`config.mk`:
```
export PLATFORM = sky130hd
export DESIGN_NAME = enet_tx_mac_flat
export DESIGN_NICKNAME = d
export VERILOG_FILES = /design/src/rtl/enet_tx_mac_if.sv /design/src/rtl/enet_tx_mac.sv /design/src/flat_wrapper.sv
export SDC_FILE = /design/constraint.sdc
export NUM_CORES = 1
export LEC_CHECK = 0
export ABC_AREA = 1
export CAP_MARGIN = 0
export CORE_MARGIN = 2
export CORE_UTILIZATION = 40
export DETAILED_ROUTE_END_ITERATION = 12
export PLACE_DENSITY_LB_ADDON = 0.25
export SYNTH_ARGS = -nofsm -noshare
export SYNTH_HDL_FRONTEND = slang
export SYNTH_SLANG_ARGS = --single-unit
```
`constraint.sdc`:
```
create_clock -name tx_clk -period 2 [get_ports tx_clk]
set_clock_uncertainty 0.15 [all_clocks]
set_input_delay 0.5 -clock tx_clk [delete_from_list [all_inputs] [get_ports tx_clk]]
set_output_delay 0.5 -clock tx_clk [all_outputs]
set_load 0.1 [all_outputs]
```
`src/rtl/enet_tx_mac_if.sv`:
```
// Byte stream from the TX FIFO into the MII transmit engine.
//   s_valid : FIFO byte valid              (master -> slave)
//   s_data  : FIFO byte                    (master -> slave)
//   s_last  : last byte of the frame       (master -> slave)
//   s_ready : byte accepted when s_valid && s_ready (slave -> master)
interface enet_tx_mac_if;
  logic       s_valid;
  logic [7:0] s_data;
  logic       s_last;
  logic       s_ready;

  modport master (output s_valid, s_data, s_last, input s_ready);
  modport slave  (input s_valid, s_data, s_last, output s_ready);
endinterface

```
`src/rtl/enet_tx_mac.sv`:
```
// MII transmit engine (tx_clk domain). Pulls frame bytes from the TX FIFO
// stream and sends preamble, SFD, data, optional zero pad, optional CRC-32
// FCS, then the inter-frame gap.
// Ports:
//   tx_clk, rst_n          : clock, asynchronous active-low reset
//   ether_en, gts          : start enable / graceful stop, sampled in IDLE
//   crc_append, pad_en     : per-frame options, latched at PRE entry
//   s (slave modport)      : FIFO byte stream (valid/ready/last)
//   mii_txd/tx_en/tx_er    : MII transmit nibble interface, low nibble first
//   frame_done, underrun   : one-cycle completion / abort pulses
//   gts_ack                : high while stopped in IDLE due to gts
module enet_tx_mac #(
  parameter int IFG_NIBBLES    = 24,
  parameter int MIN_DATA_BYTES = 60
) (
  input  logic                tx_clk,
  input  logic                rst_n,
  input  logic                ether_en,
  input  logic                crc_append,
  input  logic                pad_en,
  input  logic                gts,
  enet_tx_mac_if.slave        s,
  output logic [3:0]          mii_txd,
  output logic                mii_tx_en,
  output logic                mii_tx_er,
  output logic                frame_done,
  output logic                underrun,
  output logic                gts_ack
);

  localparam logic [7:0]  PRE_LAST  = 8'd15;
  localparam logic [7:0]  FCS_LAST  = 8'd7;
  localparam logic [7:0]  IFG_LAST  = 8'(IFG_NIBBLES - 1);
  localparam logic [10:0] MIN_BYTES = 11'(MIN_DATA_BYTES);
  localparam logic [31:0] CRC_INIT  = 32'hFFFF_FFFF;

  // The state register names what is on the wire in the current cycle;
  // output registers are loaded from the next-state values so every output
  // lines up with the state it belongs to.
  typedef enum logic [2:0] {
    S_IDLE, S_PRE, S_DATA, S_PAD, S_FCS, S_ABORT, S_IFG
  } state_t;

  state_t      state, state_n;
  logic [7:0]  cnt, cnt_n;
  logic        hi, hi_n;
  logic [7:0]  byte_q, byte_n;
  logic        last_q, last_n;
  logic [10:0] bcnt, bcnt_n;
  logic [31:0] crc, crc_n;
  logic        pad_l, pad_n;
  logic        crc_l, crcl_n;

  logic [3:0]  txd_n;
  logic        en_n, er_n, rdy_n, done_n, und_n, ack_n;
  logic        ready_q;
  logic        start;
  logic [3:0]  cur_nib;
  logic [31:0] fcs_sh;

  // Reflected CRC-32 advanced by one nibble, LSB first.
  function automatic logic [31:0] crc_nib(input logic [31:0] c, input logic [3:0] n);
    logic [31:0] r;
    r = c ^ {28'h0, n};
    for (int i = 0; i < 4; i++) begin
      r = r[0] ? ((r >> 1) ^ 32'hEDB8_8320) : (r >> 1);
    end
    return r;
  endfunction

  function automatic logic [10:0] sat_inc(input logic [10:0] v);
    return (v == 11'h7FF) ? v : v + 11'd1;
  endfunction

  assign start   = ether_en && !gts && s.s_valid;
  assign s.s_ready = ready_q;

  always_comb begin
    state_n = state;
    cnt_n   = cnt;
    hi_n    = hi;
    byte_n  = byte_q;
    last_n  = last_q;
    bcnt_n  = bcnt;
    crc_n   = crc;
    pad_n   = pad_l;
    crcl_n  = crc_l;
    cur_nib = 4'h0;
    if (state == S_DATA) cur_nib = hi ? byte_q[7:4] : byte_q[3:0];

    case (state)
      S_IDLE: begin
        if (start) begin
          state_n = S_PRE;
          cnt_n   = '0;
          crc_n   = CRC_INIT;
          pad_n   = pad_en & crc_append;  // padding only ever with a MAC FCS
          crcl_n  = crc_append;
        end
      end
      S_PRE: begin
        if (cnt == PRE_LAST) begin
          // s_ready is high in the SFD cycle
          if (s.s_valid) begin
            state_n = S_DATA;
            hi_n    = 1'b0;
            byte_n  = s.s_data;
            last_n  = s.s_last;
            bcnt_n  = 11'd1;
          end else begin
            state_n = S_ABORT;
          end
        end else begin
          cnt_n = cnt + 8'd1;
        end
      end
      S_DATA: begin
        crc_n = crc_nib(crc, cur_nib);
        if (!hi) begin
          hi_n = 1'b1;
        end else if (!last_q) begin
          // s_ready is high in this high-nibble cycle
          if (s.s_valid) begin
            hi_n   = 1'b0;
            byte_n = s.s_data;
            last_n = s.s_last;
            bcnt_n = sat_inc(bcnt);
          end else begin
            state_n = S_ABORT;
          end
        end else if (pad_l && (bcnt < MIN_BYTES)) begin
          state_n = S_PAD;
          hi_n    = 1'b0;
          bcnt_n  = sat_inc(bcnt);
        end else begin
          state_n = crc_l ? S_FCS : S_IFG;
          cnt_n   = '0;
        end
      end
      S_PAD: begin
        crc_n = crc_nib(crc, cur_nib);
        if (!hi) begin
          hi_n = 1'b1;
        end else if (bcnt >= MIN_BYTES) begin
          state_n = crc_l ? S_FCS : S_IFG;
          cnt_n   = '0;
        end else begin
          hi_n   = 1'b0;
          bcnt_n = sat_inc(bcnt);
        end
      end
      S_FCS: begin
        if (cnt == FCS_LAST) begin
          state_n = S_IFG;
          cnt_n   = '0;
        end else begin
          cnt_n = cnt + 8'd1;
        end
      end
      S_ABORT: begin
        state_n = S_IFG;
        cnt_n   = '0;
      end
      S_IFG: begin
        // The IDLE decision is taken on the last gap cycle so back-to-back
        // frames see exactly IFG_NIBBLES cycles of tx_en low.
        if (cnt == IFG_LAST) begin
          if (start) begin
            state_n = S_PRE;
            cnt_n   = '0;
            crc_n   = CRC_INIT;
            pad_n   = pad_en & crc_append;
            crcl_n  = crc_append;
          end else begin
            state_n = S_IDLE;
          end
        end else begin
          cnt_n = cnt + 8'd1;
        end
      end
      default: state_n = S_IDLE;
    endcase

    txd_n  = 4'h0;
    en_n   = 1'b0;
    er_n   = 1'b0;
    rdy_n  = 1'b0;
    done_n = 1'b0;
    und_n  = 1'b0;
    ack_n  = 1'b0;
    fcs_sh = (~crc_n) >> {cnt_n[2:0], 2'b00};

    case (state_n)
      S_IDLE: ack_n = gts;
      S_PRE: begin
        en_n  = 1'b1;
        txd_n = (cnt_n == PRE_LAST) ? 4'hD : 4'h5;
        rdy_n = (cnt_n == PRE_LAST);
      end
      S_DATA: begin
        en_n   = 1'b1;
        txd_n  = hi_n ? byte_n[7:4] : byte_n[3:0];
        rdy_n  = hi_n && !last_n;
        done_n = hi_n && last_n && !crcl_n;
      end
      S_PAD: en_n = 1'b1;
      S_FCS: begin
        en_n   = 1'b1;
        txd_n  = fcs_sh[3:0];
        done_n = (cnt_n == FCS_LAST);
      end
      S_ABORT: begin
        en_n  = 1'b1;
        er_n  = 1'b1;
        und_n = 1'b1;
      end
      default: ;
    endcase
  end

  always_ff @(posedge tx_clk or negedge rst_n) begin
    if (!rst_n) begin
      state      <= S_IDLE;
      cnt        <= '0;
      hi         <= 1'b0;
      last_q     <= 1'b0;
      bcnt       <= '0;
      crc        <= CRC_INIT;
      pad_l      <= 1'b0;
      crc_l      <= 1'b0;
      mii_txd    <= 4'h0;
      mii_tx_en  <= 1'b0;
      mii_tx_er  <= 1'b0;
      ready_q    <= 1'b0;
      frame_done <= 1'b0;
      underrun   <= 1'b0;
      gts_ack    <= 1'b0;
    end else begin
      state      <= state_n;
      cnt        <= cnt_n;
      hi         <= hi_n;
      last_q     <= last_n;
      bcnt       <= bcnt_n;
      crc        <= crc_n;
      pad_l      <= pad_n;
      crc_l      <= crcl_n;
      mii_txd    <= txd_n;
      mii_tx_en  <= en_n;
      mii_tx_er  <= er_n;
      ready_q    <= rdy_n;
      frame_done <= done_n;
      underrun   <= und_n;
      gts_ack    <= ack_n;
    end
  end

  // Byte holding register: pure data, qualified by the FSM state.
  always_ff @(posedge tx_clk) begin
    byte_q <= byte_n;
  end

endmodule

```
`src/flat_wrapper.sv`:
```
// flat-port wrapper written by rule: the top's interface ports become plain ports
module enet_tx_mac_flat 
#(
  parameter int IFG_NIBBLES    = 24,
  parameter int MIN_DATA_BYTES = 60
)
  (tx_clk, rst_n, ether_en, crc_append, pad_en, gts, mii_txd, mii_tx_en, mii_tx_er, frame_done, underrun, gts_ack, s_s_valid, s_s_data, s_s_last, s_s_ready);
  enet_tx_mac_if s_i ();
  input  logic tx_clk;
  input  logic rst_n;
  input  logic ether_en;
  input  logic crc_append;
  input  logic pad_en;
  input  logic gts;
  output logic [3:0] mii_txd;
  output logic mii_tx_en;
  output logic mii_tx_er;
  output logic frame_done;
  output logic underrun;
  output logic gts_ack;
  input wire logic [$bits(s_i.s_valid)-1:0] s_s_valid;
  input wire logic [$bits(s_i.s_data)-1:0] s_s_data;
  input wire logic [$bits(s_i.s_last)-1:0] s_s_last;
  output wire logic [$bits(s_i.s_ready)-1:0] s_s_ready;
  assign s_i.s_valid = s_s_valid;
  assign s_i.s_data = s_s_data;
  assign s_i.s_last = s_s_last;
  assign s_s_ready = s_i.s_ready;
  enet_tx_mac #(.IFG_NIBBLES(IFG_NIBBLES), .MIN_DATA_BYTES(MIN_DATA_BYTES)) u_core (.tx_clk(tx_clk), .rst_n(rst_n), .ether_en(ether_en), .crc_append(crc_append), .pad_en(pad_en), .gts(gts), .s(s_i), .mii_txd(mii_txd), .mii_tx_en(mii_tx_en), .mii_tx_er(mii_tx_er), .frame_done(frame_done), .underrun(underrun), .gts_ack(gts_ack));
endmodule
```
# Word level (Yosys, flattened, before mapping)
# Index checks and enable logic that the tools add are counted.
dict set report totals {
  elab_cells 146
  out_inout_bits 10
  reg_bits 75
  in_bits 16
}
dict set report classes {
  n_bitwise 7
  shift 1
  muxes 77
  n_addsub 2
  n_lt_le_gt_ge 2
  n_eq_ne 25
  n_reduce_logical 17
}
# op count
set ops {}
lappend ops {{$mux 32} 6}
lappend ops {{$mux 8} 13}
lappend ops {{$mux 11} 9}
lappend ops {{$pmux 32 s3} 1}
lappend ops {{$not 13->14} 4}
lappend ops {{$pmux 8 s7} 1}
lappend ops {{$mux 3} 11}
lappend ops {{$pmux 11 s3} 1}
lappend ops {{$not 32->32} 1}
lappend ops {{$shr 32x5->4} 1}
lappend ops {{$xor 32x4->32} 1}
lappend ops {{$mux 1} 21}
lappend ops {{$pmux 3 s7} 1}
lappend ops {{$eq 8x3->1 const B} 2}
lappend ops {{$eq 8x4->1 const B} 2}
lappend ops {{$mux 4} 4}
lappend ops {{$pmux 8 s2} 1}
lappend ops {{$eq 3x3->1 const B} 5}
lappend ops {{$eq 3x2->1 const B} 4}
lappend ops {{$pmux 4 s3} 1}
lappend ops {{$add 11x1->11 const B} 1}
lappend ops {{$eq 11x11->1 const B} 1}
lappend ops {{$ge 11x6->1 const B} 1}
lappend ops {{$lt 11x6->1 const B} 1}
lappend ops {{other kinds (20)} 37}

# Logic depth before layout (Yosys ltp)
dict set report logic_depth {
  ltp_word 15
  depth_mapped 20
  mapped_depth_nobuf 19
}

# Worst setup path before layout
# OpenSTA, ideal clock, no wires.
dict set report synth_path {
  kind {register to register}
  from {register u_core.cnt[1]}
  to {register u_core.mii_txd[2]}
  setup_time_ns 0.117
  n_path_buf 1
  slack_ns -0.224
  arrival_ns 1.956
  t_required_ns 1.733
  period_less_slack_ns 2.224
  stages_incl_launch_ff 21
  path_cell_list {dfrtp_1 > ha_1 > nand2_2 > inv_2 > nand2_1 > nor2_4 > nand2_2 > inv_2 > nor2_1 > nand2_1 > nor2_2 > inv_2 > nand2_2 > nand2_2 > buf_6 > nand2_1 > nand2_1 > nand2_1 > nand3_1 > nand3_1 > nand2_1}
}
dict set report synth_via {
  elab_cells_between_ends 31
  classes_between {add/sub (1); eq/ne (6); shift (1); mux (22); bitwise (1)}
}
# item line
set synth_lines {}
lappend synth_lines {{from (decl)} enet_tx_mac.sv:45} ;# logic [7:0] cnt, cnt_n;
lappend synth_lines {{from (signal assigned)} enet_tx_mac.sv:240} ;# cnt <= cnt_n;
lappend synth_lines {{$eq 8x5->1 (tied with other cells)} enet_tx_mac.sv:167} ;# if (cnt == IFG_LAST) begin
lappend synth_lines {{$mux 8 (on tied branches)} {enet_tx_mac.sv:167, enet_tx_mac.sv:102, enet_tx_mac.sv:153}}
lappend synth_lines {{$pmux 8 s7 (*)} enet_tx_mac.sv:91} ;# case (state)
lappend synth_lines {{net u_core.cnt_n[0]} enet_tx_mac.sv:45}
lappend synth_lines {{$shr 32x5->4 (*)} enet_tx_mac.sv:191} ;# fcs_sh = (~crc_n) >> {cnt_n[2:0], 2'b00};
lappend synth_lines {{$pmux 4 s3 (*)} enet_tx_mac.sv:193} ;# case (state_n)
lappend synth_lines {{net u_core.txd_n[2]} enet_tx_mac.sv:54} ;# logic [3:0] txd_n;
lappend synth_lines {{to (signal assigned)} enet_tx_mac.sv:247} ;# mii_txd <= txd_n;
lappend synth_lines {{to (decl)} enet_tx_mac.sv:23} ;# output logic [3:0] mii_txd,
# Mark *: on every way through the listed nets, which the timed path passes. The rest lies on a longest branch.
# A chain may end at the register's enable or synchronous reset.

# Final worst setup path
dict set report layout_path {
  from {register u_core.state[2]}
  to {register u_core.mii_txd[1]}
}
dict set report layout_via {
  elab_cells_between_ends 38
  classes_between {eq/ne (9); shift (1); mux (21); bitwise (5); reduce/logical (2)}
}
# item line
set layout_lines {}
lappend layout_lines {{from (decl)} enet_tx_mac.sv:44} ;# state_t state, state_n;
lappend layout_lines {{from (signal assigned)} enet_tx_mac.sv:239} ;# state <= state_n;
lappend layout_lines {{$eq 3x2->1} {enet_tx_mac.sv:89, enet_tx_mac.sv:91}}
lappend layout_lines {{$mux 4} enet_tx_mac.sv:89} ;# if (state == S_DATA) cur_nib = hi ? byte_q[7:4] : byte_q[3:0];
lappend layout_lines {{$xor 32x4->32} enet_tx_mac.sv:64} ;# r = c ^ {28'h0, n};
lappend layout_lines {{$mux 32} enet_tx_mac.sv:66} ;# r = r[0] ? ((r >> 1) ^ 32'hEDB8_8320) : (r >> 1);
lappend layout_lines {{$not 13->14 (no line)} --}
lappend layout_lines {{$mux 32 (3 in series)} enet_tx_mac.sv:66}
lappend layout_lines {{$pmux 32 s3 (*)} enet_tx_mac.sv:91}
lappend layout_lines {{net u_core.crc_n[17]} enet_tx_mac.sv:50} ;# logic [31:0] crc, crc_n;
lappend layout_lines {{$not 32->32 (*)} enet_tx_mac.sv:191}
lappend layout_lines {{$shr 32x5->4 (*)} enet_tx_mac.sv:191}
lappend layout_lines {{$pmux 4 s3 (*)} enet_tx_mac.sv:193}
lappend layout_lines {{net u_core.txd_n[1]} enet_tx_mac.sv:54}
# Marked as above.

==> results.yml <==
outcome:
  status: "finished with violations"
  failed_checks: "negative setup slack"
worst_setup_path:
  r2r-start: "u_core.state[2]$_DFF_PN0_"
  crit_path_end_kind: "flop"
  path_common_cell: "nand2_1"
  startpoint_type: "flop"
  cp_top_family: "simple AND/OR/NAND/NOR gates"
  rrSetupSlack_ps: -450
  reg2reg_to: "u_core.mii_txd[1]$_DFF_PN0_"
  crit_cells: 15
  crit_path_cell_trace: "buf_12 -> nor2_4 -> buf_6 -> nand3_4 -> nand2_8 -> buf_4 -> nand2_1 -> nand3_1 -> nand3_1 -> a21oi_2 -> nand2_1 -> nand2_1 -> nor2_1 -> nor2_1 -> o21ai_1"
  cp-startpoint: "u_core.state[2]$_DFF_PN0_"
  max_stage_delay_ps: 450
  cpMaxStageDelayCell: "dfrtp_2"
  cp_max_fo: 6
  reg2regPathDepth: 15
  endpoint: "u_core.mii_txd[1]$_DFF_PN0_"
  crit_type: "reg -> reg"
  crit_arrival_ps: 2530
  path_buf_inv: 3
  required_ps: 2080
synth:
  synth_edf_count: 0
  yosysTopAreaCell: "nand2_1"
  syn_avg_cell_area_um2: 6.69
  ys_ff_latch: 75
  syn_inst: 787
  ys_warn_count: 0
  synth.net_count: 806
  synth.distinct_cells: 47
  synthArstFlopShare_pct: 89.3
  synth.yosys.seq_area_share_pct: 35.7
  synthFlopType: "dfrtp_1"
  yosys-top-cells-area: "nand2_1, dfrtp_1, dfstp_2, nand3_1, inv_1"
  synth_top_area_share_pct: 17.0
  netlist_area_um2: 5260
timing:
  fin_ws_ps: -448
  finalCriticalPeriod_ps: 2450
  fmax_mhz: 408
  hold_viol_final: 0
  worst_pin_slew_ps: 389
  fin_crit_sh_pct: 122
  max_slew_margin_pct: 74.1
  rsz0062_at_grt: "yes"
  setup_viol: 41
  drv_slew: 0
routing:
  drcViolationCount: 0
  wirelength_um: 20800
  wl_per_cell_um: 17.1
  avgViaCountPerCell: 5.37
  first_pass_iters: 5
  num_vias: 6529
  antenna_left: 0
  drt_iter0_drc: 575
global_routing:
  grt_pass1_vias: 6144
  antenna_found_initial: 0
  grt_max_degree: 68
  gr-usage-all-layers_pct: 26.9
  grt_pass1_wl_um: 30000
  grt_overflow: 0
floorplan:
  chipHeight_um: 119
  die-area_um2: 14100
  coreArea_um2: 12700
  row_count: 41
  io_pins: 26
  start_util_pct: 41.4
  die_x_um: 119
cells_and_area:
  multi_input_area_um2: 4100
  synthToLayoutAreaGrowth_pct: 74.6
  drive_gt1_share_pct: 54.6
  post_layout_nonfiller_instances: 1215
  seq_area_um2: 1880
  final_nets: 1057
  final_cell_mix: "buf_4, nand2_1, inv_1"
  nFillCells: 934
  layout_commonest_cell: "buf_4"
  num_antenna_cells: 0
placement:
  port_buffers: 25
  hpwl_um: 12700
  routabilityCongestion: 0.915
  dpl.cell_count: 1151
clocking:
  htreeDepth: 3
  cts-root-buf: "clkbuf_16"
  insertion_delay_ps: 360
  cts_tree: "yes"
  clkSlewWorstSetupHoldPaths_ps: 60
  numCtsBuffers: 9
  cts_sinks: 75
  hold_buffers: 0
  cts.path.max_buffers: 2
hold_path:
  hold_path.class: "in -> async"
flow_run:
  cap_violations: 0
[Yosys cell counts, types with 8 or more instances]
cell / n
nand2_1: 239
nand3_1: 108
inv_1: 96
nor2_1: 76
a21oi_1: 36
dfrtp_1: 35
dfstp_2: 32
o21ai_0: 29
nand2_2: 15
nor3_1: 12
inv_2: 9
buf_2: 8
dfxtp_1: 8
[worst register-to-register path, stage by stage, from the launching register on]
cell,delay [ps]
dfrtp_2,450
buf_12,160
nor2_4,230
buf_6,150
nand3_4,100
nand2_8,130
buf_4,130
nand2_1,70
nand3_1,90
nand3_1,100
a21oi_2,190
nand2_1,70
nand2_1,60
nor2_1,50
nor2_1,120
o21ai_1,90
[logic make-up after synthesis]
group	Yosys count	share of synthesized area, %
fa+ha+maj	3	0.713
flops	75	35.7
xor+xnor	6	0.999
compound gates	106	12.9
buf+inv	123	9.75
simple gates	474	40.0
[layout make-up]
class,count,area share (%)
Clock buffer,10,2.60
Clock inverter,6,0.449
Inverter,105,4.51
Multi-Input combinational cell,592,44.6
Sequential cell,75,20.4
Tap cell,172,2.34
Timing Repair Buffer,255,25.1
[routing by layer]
metal | GRT usage [%] | up-vias | share of wire [%]
met3 | 3.96 | 98 | 6.5
met1 | 35.1 | 3064 | 40
met4 | 13.8 | 0 | 4.8
met5 | 0 | - | 0
met2 | 43.2 | 314 | 49
li1 | - | 3053 | -
[worst min-delay path by stage]
| stage | cells after the start | endpoint | slack (ps) | startpoint |
|---|---|---|---|---|
| floorplan | 0 | u_core.bcnt[0]$_DFFE_PN0P_ | 50 | rst_n |
| global placement | 2 | u_core.pad_l$_DFFE_PN0P_ | 330 | u_core.pad_l$_DFFE_PN0P_ |
| detailed placement | 2 | u_core.byte_q[4]$_DFF_P_ | 330 | u_core.byte_q[4]$_DFF_P_ |
| CTS | 2 | u_core.last_q$_DFF_PN0_ | 30 | rst_n |
| global route | 2 | u_core.last_q$_DFF_PN0_ | 50 | rst_n |
| finish | 2 | u_core.last_q$_DFF_PN0_ | 7 | rst_n |
[what timing repair did]
| action | 4_1_cts | 5_1_grt |
|---|---|---|
| buffers inserted | 25 | 22 |
| resized for setup | 166 | 195 |
| gates cloned | 2 | 1 |
| pin swaps | 48 | 90 |
| endpoints found under the setup margin | 55 | 54 |
[through the flow]
stage                     hold slack, ps  instance area [um2]  util (%)  setup WS [ps]  setup TNS (ps)
after floorplan                     54.4                 5300         -           -123            -519
after global placement               327                 7180      56.5           -781          -23060
after detailed placement             329                 7180      56.5           -808          -25150
after CTS                           27.6                 8280      65.1           -315           -2990
after global routing                48.2                 9190      72.2           -541          -10780
final                               7.33                 9190      72.2           -448           -6970
[state kept, by name (all words and copies together) (netlist names)]
register / cells
u_core.byte_q: 8
u_core.state: 3
u_core.hi: 1
u_core.gts_ack: 1
u_core.frame_done: 1
u_core.mii_txd: 4
u_core.cnt: 8
u_core.crc: 32
u_core.last_q: 1
u_core.crc_l: 1
u_core.mii_tx_en: 1
u_core.bcnt: 11
u_core.s.s_ready: 1
u_core.pad_l: 1
u_core.mii_tx_er: 1
Power is left out: the tool's default activity adds up to more than one toggle a clock period on the data nets, which glitch-free logic cannot reach.
